File: config.mk
export PLATFORM = sky130hd
export DESIGN_NAME = xdomain_word_tx_flat
export DESIGN_NICKNAME = d
export VERILOG_FILES = /design/src/rtl/xdomain_word_tx_if.sv /design/src/rtl/xdomain_word_tx.sv /design/src/flat_wrapper.sv
export SDC_FILE = /design/constraint.sdc
export NUM_CORES = 1
export LEC_CHECK = 0
export CAP_MARGIN = 0
export CELL_PAD_IN_SITES_DETAIL_PLACEMENT = 0
export CELL_PAD_IN_SITES_GLOBAL_PLACEMENT = 1
export CORE_MARGIN = 4
export CORE_UTILIZATION = 32
export DETAILED_ROUTE_END_ITERATION = 16
export PLACE_DENSITY_LB_ADDON = 0.1
export SETUP_SLACK_MARGIN = 0.15
export SYNTH_ARGS = -nofsm -noshare
export SYNTH_HDL_FRONTEND = slang
export SYNTH_SLANG_ARGS = --single-unit
File: constraint.sdc
create_clock -name clkA -period 1.98 [get_ports clkA]
set_clock_uncertainty 0.15 [all_clocks]
set_input_delay 0.396 -clock clkA [delete_from_list [all_inputs] [get_ports clkA]]
set_output_delay 0.396 -clock clkA [all_outputs]
set_load 0.02 [all_outputs]
File: src/rtl/xdomain_word_tx_if.sv
`default_nettype none
// ============================================================================
// Module   : xdomain_word_tx_if
// Purpose  : Stream + toggle-handshake bundle for the word transmitter.
// Revision : 1.0
// ============================================================================
interface xdomain_word_tx_if #(
  parameter int WIDTH     = 8,
  parameter int CNT_WIDTH = 16
);
  logic                 InValid_clkA;
  logic                 InReady_clkA;
  logic [WIDTH-1:0]     InData_clkA;
  logic                 ReqToggle_clkA;
  logic [WIDTH-1:0]     DataOut_clkA;
  logic                 AckToggle_async;
  logic                 Done_clkA;
  logic                 Busy_clkA;
  logic [CNT_WIDTH-1:0] SentCount_clkA;
  logic                 Timeout_clkA;
  logic                 ProtoErr_clkA;

  // Transmitter side.
  modport slave (
    input  InValid_clkA, InData_clkA, AckToggle_async,
    output InReady_clkA, ReqToggle_clkA, DataOut_clkA, Done_clkA,
           Busy_clkA, SentCount_clkA, Timeout_clkA, ProtoErr_clkA
  );

  // Upstream producer plus remote receiver.
  modport master (
    output InValid_clkA, InData_clkA, AckToggle_async,
    input  InReady_clkA, ReqToggle_clkA, DataOut_clkA, Done_clkA,
           Busy_clkA, SentCount_clkA, Timeout_clkA, ProtoErr_clkA
  );
endinterface
`default_nettype wire

File: src/rtl/xdomain_word_tx.sv
`default_nettype none
// ============================================================================
// Module   : xdomain_word_tx
// Purpose  : Source end of a two-phase toggle handshake carrying words
//            from clkA into a remote clock domain.
// Revision : 1.0
// ============================================================================
module xdomain_word_tx #(
  parameter int WIDTH       = 8,
  parameter int SYNC_STAGES = 2,
  parameter int TIMEOUT     = 1024,
  parameter int CNT_WIDTH   = 16
) (
  input  logic              clkA,
  input  logic              rst_clkA,
  xdomain_word_tx_if.slave  bus
);

  localparam int TO_W = (TIMEOUT < 2) ? 1 : $clog2(TIMEOUT + 1);
  localparam logic [TO_W-1:0] TO_LIMIT = TO_W'(TIMEOUT);

  typedef enum logic [0:0] {
    S_IDLE     = 1'b0,
    S_WAIT_ACK = 1'b1
  } state_t;

  state_t                 state_q,    state_d;
  logic [WIDTH-1:0]       hold_q,     hold_d;
  logic                   hold_full_q, hold_full_d;
  logic                   req_q,      req_d;
  logic [WIDTH-1:0]       data_q,     data_d;
  logic                   done_q,     done_d;
  logic [CNT_WIDTH-1:0]   sent_q,     sent_d;
  logic [TO_W-1:0]        to_cnt_q,   to_cnt_d;
  logic                   timeout_q,  timeout_d;
  logic                   proto_q,    proto_d;
  logic [SYNC_STAGES-1:0] ack_sync_q, ack_sync_d;

  logic w_ack_s;
  logic w_in_ready;
  logic w_accept;
  logic w_launch;

  assign w_ack_s    = ack_sync_q[SYNC_STAGES-1];
  assign w_in_ready = ~hold_full_q & ~rst_clkA;
  assign w_accept   = bus.InValid_clkA & w_in_ready;

  always_comb begin
    state_d     = state_q;
    hold_d      = hold_q;
    hold_full_d = hold_full_q;
    req_d       = req_q;
    data_d      = data_q;
    done_d      = 1'b0;
    sent_d      = sent_q;
    to_cnt_d    = to_cnt_q;
    timeout_d   = timeout_q;
    proto_d     = proto_q;
    w_launch    = 1'b0;
    // Raw asynchronous ack goes straight into the first stage.
    ack_sync_d  = {ack_sync_q[SYNC_STAGES-2:0], bus.AckToggle_async};

    case (state_q)
      S_IDLE: begin
        if (w_ack_s != req_q) begin
          proto_d = 1'b1;
        end
        if (hold_full_q) begin
          w_launch = 1'b1;
          state_d  = S_WAIT_ACK;
        end
      end
      S_WAIT_ACK: begin
        if (w_ack_s == req_q) begin
          done_d   = 1'b1;
          sent_d   = sent_q + CNT_WIDTH'(1);
          to_cnt_d = '0;
          if (hold_full_q) begin
            w_launch = 1'b1;
          end else begin
            state_d = S_IDLE;
          end
        end else if ((TIMEOUT != 0) && (to_cnt_q != TO_LIMIT)) begin
          // Counter saturates at the limit; the flag stays set once reached.
          to_cnt_d = to_cnt_q + TO_W'(1);
          if (to_cnt_d == TO_LIMIT) begin
            timeout_d = 1'b1;
          end
        end
      end
      default: state_d = S_IDLE;
    endcase

    if (w_launch) begin
      data_d      = hold_q;
      req_d       = ~req_q;
      hold_full_d = 1'b0;
    end
    if (w_accept) begin
      hold_d      = bus.InData_clkA;
      hold_full_d = 1'b1;
    end
  end

  always_ff @(posedge clkA) begin
    if (rst_clkA) begin
      state_q     <= S_IDLE;
      hold_q      <= '0;
      hold_full_q <= 1'b0;
      req_q       <= 1'b0;
      data_q      <= '0;
      done_q      <= 1'b0;
      sent_q      <= '0;
      to_cnt_q    <= '0;
      timeout_q   <= 1'b0;
      proto_q     <= 1'b0;
      ack_sync_q  <= '0;
    end else begin
      state_q     <= state_d;
      hold_q      <= hold_d;
      hold_full_q <= hold_full_d;
      req_q       <= req_d;
      data_q      <= data_d;
      done_q      <= done_d;
      sent_q      <= sent_d;
      to_cnt_q    <= to_cnt_d;
      timeout_q   <= timeout_d;
      proto_q     <= proto_d;
      ack_sync_q  <= ack_sync_d;
    end
  end

  assign bus.InReady_clkA   = w_in_ready;
  assign bus.ReqToggle_clkA = req_q;
  assign bus.DataOut_clkA   = data_q;
  assign bus.Done_clkA      = done_q;
  assign bus.Busy_clkA      = (state_q == S_WAIT_ACK) | hold_full_q;
  assign bus.SentCount_clkA = sent_q;
  assign bus.Timeout_clkA   = timeout_q;
  assign bus.ProtoErr_clkA  = proto_q;

endmodule
`default_nettype wire

File: src/flat_wrapper.sv
// flat-port wrapper written by rule: the top's interface ports become plain ports
module xdomain_word_tx_flat 
#(
  parameter int WIDTH       = 8,
  parameter int SYNC_STAGES = 2,
  parameter int TIMEOUT     = 1024,
  parameter int CNT_WIDTH   = 16
)
  (clkA, rst_clkA, bus_InValid_clkA, bus_InData_clkA, bus_AckToggle_async, bus_InReady_clkA, bus_ReqToggle_clkA, bus_DataOut_clkA, bus_Done_clkA, bus_Busy_clkA, bus_SentCount_clkA, bus_Timeout_clkA, bus_ProtoErr_clkA);
  xdomain_word_tx_if #(.WIDTH(WIDTH), .CNT_WIDTH(CNT_WIDTH)) bus_i ();
  input  logic clkA;
  input  logic rst_clkA;
  input wire logic [$bits(bus_i.InValid_clkA)-1:0] bus_InValid_clkA;
  input wire logic [$bits(bus_i.InData_clkA)-1:0] bus_InData_clkA;
  input wire logic [$bits(bus_i.AckToggle_async)-1:0] bus_AckToggle_async;
  output wire logic [$bits(bus_i.InReady_clkA)-1:0] bus_InReady_clkA;
  output wire logic [$bits(bus_i.ReqToggle_clkA)-1:0] bus_ReqToggle_clkA;
  output wire logic [$bits(bus_i.DataOut_clkA)-1:0] bus_DataOut_clkA;
  output wire logic [$bits(bus_i.Done_clkA)-1:0] bus_Done_clkA;
  output wire logic [$bits(bus_i.Busy_clkA)-1:0] bus_Busy_clkA;
  output wire logic [$bits(bus_i.SentCount_clkA)-1:0] bus_SentCount_clkA;
  output wire logic [$bits(bus_i.Timeout_clkA)-1:0] bus_Timeout_clkA;
  output wire logic [$bits(bus_i.ProtoErr_clkA)-1:0] bus_ProtoErr_clkA;
  assign bus_i.InValid_clkA = bus_InValid_clkA;
  assign bus_i.InData_clkA = bus_InData_clkA;
  assign bus_i.AckToggle_async = bus_AckToggle_async;
  assign bus_InReady_clkA = bus_i.InReady_clkA;
  assign bus_ReqToggle_clkA = bus_i.ReqToggle_clkA;
  assign bus_DataOut_clkA = bus_i.DataOut_clkA;
  assign bus_Done_clkA = bus_i.Done_clkA;
  assign bus_Busy_clkA = bus_i.Busy_clkA;
  assign bus_SentCount_clkA = bus_i.SentCount_clkA;
  assign bus_Timeout_clkA = bus_i.Timeout_clkA;
  assign bus_ProtoErr_clkA = bus_i.ProtoErr_clkA;
  xdomain_word_tx #(.WIDTH(WIDTH), .SYNC_STAGES(SYNC_STAGES), .TIMEOUT(TIMEOUT), .CNT_WIDTH(CNT_WIDTH)) u_core (.clkA(clkA), .rst_clkA(rst_clkA), .bus(bus_i));
endmodule
# ---- Yosys cells after proc, flatten, opt, wreduce, memory -nomap -nowiden
# Index checks and enable logic that the tools add are counted.
dict set report word_totals {
  wordCells 42
  output_inout_bits 30
  regBits 51
}
dict set report op_classes {
  reduce_logical 7
  add_sub_neg 2
  mux 10
  n_eq_ne 4
  bitwise_logic 8
}
# cell count
set ops {}
lappend ops {{two-way mux 11 bit} 2}
lappend ops {{adder 16 x 1 -> 16 bit (second input constant)} 1}
lappend ops {{adder 11 x 1 -> 11 bit (second input constant)} 1}
lappend ops {{equality test 11 bit (second input constant)} 1}
lappend ops {{inequality test 11 bit (second input constant)} 1}
lappend ops {{two-way mux 1 bit} 6}
lappend ops {{AND reduction 2 bit} 3}
lappend ops {{NOT 1 bit} 5}
lappend ops {{one-hot mux 1 bit (2 select lines)} 2}
lappend ops {{AND reduction 4 bit} 1}
lappend ops {{nonzero test 2 bit} 2}
lappend ops {{bitwise AND 1 bit} 2}
lappend ops {{OR reduction 2 bit} 1}
lappend ops {{equality test 1 bit} 1}
lappend ops {{inequality test 1 bit} 1}
lappend ops {{OR 1 bit} 1}

# ---- Logic depth before layout (Yosys ltp)
dict set report logic_depth {
  ltp_word 5
  depth_mapped 9
}

# ---- Worst setup path after synthesis
# Ideal clock, no wire load.
dict set report synth_path {
  path_type {register to register}
  startpoint {reg u_core.to_cnt_q[0]}
  endpoint {reg u_core.to_cnt_q[6]}
  setup_ns 0.086
  period_less_slack_ns 1.930
  stages_incl_launch_ff 10
  t_required_ns 1.744
  path_slack_ns 0.050
  t_arrival_ns 1.695
  cell_sequence {dfxtp_1 -> inv_1 -> ha_1 -> nor3b_1 -> and3_1 -> buf_2 -> nor2_1 -> buf_4 -> a21oi_1 -> a211oi_1}
}
dict set report synth_via {
  elab_chain_len 3
  word_cells_on_any_way 6
}
# item line
set synth_lines {}
lappend synth_lines {{start: declaration} xdomain_word_tx.sv:34} ;# logic [TO_W-1:0] to_cnt_q, to_cnt_d;
lappend synth_lines {{start signal: assignment} xdomain_word_tx.sv:126} ;# to_cnt_q <= to_cnt_d;
lappend synth_lines {{adder 11 x 1 -> 11 bit / inequality test 11 bit (equally long branches)} {xdomain_word_tx.sv:85, xdomain_word_tx.sv:83}}
lappend synth_lines {{two-way mux 11 bit / nonzero test 2 bit (equally long branches)} n/a}
lappend synth_lines {{two-way mux 11 bit / AND reduction 2 bit (equally long branches)} n/a}
# Parallel ways exist; a longest one is shown, timed or not. The select of a mux whose other input is x is not followed.
# A chain may end at the register's enable or synchronous reset.

# ---- Final worst setup path
dict set report layout_path {
  startpoint {reg u_core.data_q[4] (netlist: u_core.bus.DataOut_clkA[4])}
  endpoint {out bus_DataOut_clkA[4]}
}
# item line
set layout_rtl {}
lappend layout_rtl {{start: declaration} xdomain_word_tx.sv:31} ;# logic [WIDTH-1:0] data_q, data_d;
lappend layout_rtl {{start signal: assignment} xdomain_word_tx.sv:123} ;# data_q <= data_d;
lappend layout_rtl {{end: declaration} flat_wrapper.sv:18} ;# output wire logic [$bits(bus_i.DataOut_clkA)-1:0] bus_DataOut_clkA;
# No word-level cell between the ends.

==> qor.csv <==
metric,value,unit
status,completed,
CORE AREA,6870,sq um
DR pass1 iterations,4,
Antenna Nets Post-Route,0,
Syn Inst Count,283,
setup ws final,0.194,ns
CP max FO,2,
TritonCTS clock tree,yes,
"FF+latch count, synth",51,
R2R setup slack,0.21,ns
HPWL after detailed placement,3750,microns
"worst slack, placed",0.0721,ns
ranking of synthesized cells by area,"dfxtp_1 (45%), nand2_1 (7.6%), a21oi_1 (7.0%)",
root buf cell,clkbuf_8,
RD Place Congestion,0.799,
Power Density,607,nW/um^2
CTS sink count,51,
pin count of the biggest net entering global routing,54,
FMAX,0.560,GHz
Synth warnings,0,
"Cell Chain, Critical Path",clkdlybuf4s50_1,
initial antenna violation count,0,
DRC Markers,0,
global-route wire length before repair,9370,microns
sequential fraction of the synthesis area,44.8,%
WL final,5530,microns
max incr delay on CP,0.60,ns
minimum clock period,1.79,ns
worst skew pair latency,0.31,ns
Worst IR Drop VDD,0.000326,V
synthesized net count,299,
Critical Path Source Type,flip-flop,
layout cell share with drive strength beyond 1,16.0,%
GRT Total Usage,13.5,%
Syn Area/Cell,8.05,sq um
critical path arrival,1.24,ns
RSZ-0062 raised after global routing,false,
Final Max Slew Viols,0,
critical path data required time,1.43,ns
1st-iter DRT viols,92,
area grow syn2layout,33.8,%
Die Ht,92.4,microns
Die X,92.4,microns
fin crit share,90.2,%
drt wl/cell,12.8,microns
Port Buffer Count,41,
H-tree level count,2,
Slew headroom,63.4,%
row cnt,30,
setup_tns,0,ns
vias,2000,
IO Count,42,
worst-margin pin slew,0.548,ns
die area,8530,sq um
CTS Hold Bufs,0,
post-synthesis async set-or-reset flop share,0,%
Post-synth EDFFs,0,
Starting Density,33.2,%
Worst Path Buf+Inv,1,
CP max stage cell,clkdlybuf4s50_1,
Inserted Clock Buffers,5,
vias in the first global route,1941,
vias per cell,4.62,
Antenna Diode Count,0,
cell area after synthesis,2280,sq um
min-delay worst type,flip-flop to flip-flop,
Hold Fails Final Rpt,0,
CP top delay family,buffers and inverters,
main flop type after synthesis,dfxtp_1,
post-synth top area share,44.8,%
Setup crit end kind,primary output,
max_cap viols,0,
setup-violating endpoint count in the final report,0,
gr ovfl total,0,
Pwr Total,1.85,mW
"Reg clk slew, reported paths",0.09,ns
CTS max path bufs,2,
Total Nets Final,352,
Pleak,1.33,nW
largest area contributor in the synthesized netlist,dfxtp_1,
path type of the worst setup path,flip-flop to primary output,
Yosys cell types,39,
[power by group]
group	total [mW]	switching, mW	internal, mW
combinational	0.179	0.0984	0.0810
sequential	1.07	0.0180	1.05
clock	0.607	0.360	0.247
[path summary, 6_finish.rpt]
kind / from / to / cells past startpoint
setup / recovery: u_core.bus.DataOut_clkA[4] / bus_DataOut_clkA[4] / 1
hold / removal: u_core.bus.DataOut_clkA[2] / u_core.bus.DataOut_clkA[2] / 2
setup reg to reg: u_core.to_cnt_q[0] / u_core.to_cnt_q[7] / 6
hold reg to reg: u_core.bus.DataOut_clkA[2] / u_core.bus.DataOut_clkA[2] / 2
[cells in the final DEF (no fill, tap or decap), types with 2 or more instances in the layout]
cell type        count
nor4_1               2
and4_1               2
nand4_1              4
nor2b_1              5
inv_2                2
a211oi_1             3
and3_1               2
o21ai_0              9
nor3_1              10
dfxtp_1             46
nand3_1             13
a31oi_1              3
a22oi_1              2
dfxtp_4              2
xor2_1               6
or3_1                7
dlygate4sd2_1       18
dlymetal6s2s_1       9
inv_1                5
nor2_1              27
nand2_1             46
a21oi_1             32
clkbuf_8             5
nor3_2               3
xnor2_1              9
clkdlybuf4s50_1     12
dfxtp_2              3
nand3b_1             2
buf_4               21
ha_1                 3
clkinvlp_4           2
[what timing repair did]
| action | 4_1_cts | 5_1_grt |
|---|---|---|
| endpoints found under the setup margin | 23 | 24 |
| setup buffers | 2 | 2 |
| pin swaps | 0 | 2 |
| gates resized for setup | 23 | 25 |
[routing by layer]
layer / global-route usage (%) / up-vias / share of wire [%]
met2: 19.9 / 28 / 43
met4: 4.46 / 0 / 1.3
met5: 0 / - / 0
li1: - / 1062 / -
met1: 19.1 / 903 / 52
met3: 3.49 / 7 / 3.6
[registers in the layout, indices dropped and copies added, names as in the netlist]
signal,cells
u_core.bus.Timeout_clkA,1
u_core.bus.DataOut_clkA,8
u_core.hold_full_q,1
u_core.bus.ProtoErr_clkA,1
u_core.bus.ReqToggle_clkA,1
u_core.state_q,1
u_core.bus.SentCount_clkA,16
u_core.hold_q,8
u_core.bus.Done_clkA,1
u_core.to_cnt_q,11
u_core.ack_sync_q,2
[worst min-delay path, cell delays in order (launching register included)]
cell and delay (ns):
dfxtp_1 0.32, nand2_1 0.05, a21oi_1 0.05
[kinds of logic (layout without fill, tap and decap cells)]
kind of cell               count (synthesis)  count (layout)  synth area share, %
and+or+nand+nor                          135             135                 28.7
AOI/OAI and AO/OA                         52              52                 12.5
DFF                                       51              51                 44.8
buffers and inverters                     24              78                 4.78
xor gates and xnor gates                  16              16                 6.48
adders and majority gates                  4               4                 2.20
muxes                                      1               1                0.494
[cell type report]
| cell class | instances | area, sq um |
|---|---|---|
| well taps | 96 | 120 |
| repair buffers | 63 | 578 |
| flip-flops and latches | 51 | 1030 |
| clock inverters | 3 | 20.0 |
| inverters | 7 | 26.3 |
| fillers | 715 | 3820 |
| multi-input cells | 208 | 1200 |
| clock buffers | 5 | 68.8 |
[through the flow]
stage,instance area [sq um],utilization [%],instances,hold slack (ns)
3_3_place_gp,2880,41.9,421,0.290
2_1_floorplan,2290,-,283,0.264
6_report,3050,44.4,433,0.307
5_1_grt,3050,44.4,433,0.328
4_1_cts,2970,43.2,431,0.310
3_5_place_dp,2880,41.9,421,0.274
[cells in the mapped netlist, types with 4 or more instances]
library cell   n
or3_1          7
a21oi_1       32
nor2b_1        5
buf_2          5
ha_1           4
nand4_1        4
nor2_1        28
nand2_1       46
clkbuf_1       9
xor2_1         6
xnor2_1        9
o21ai_0        9
dfxtp_1       51
nor3_1        13
inv_1          7
nand3_1       13
Note: power is estimated with default switching activity, not from simulation.
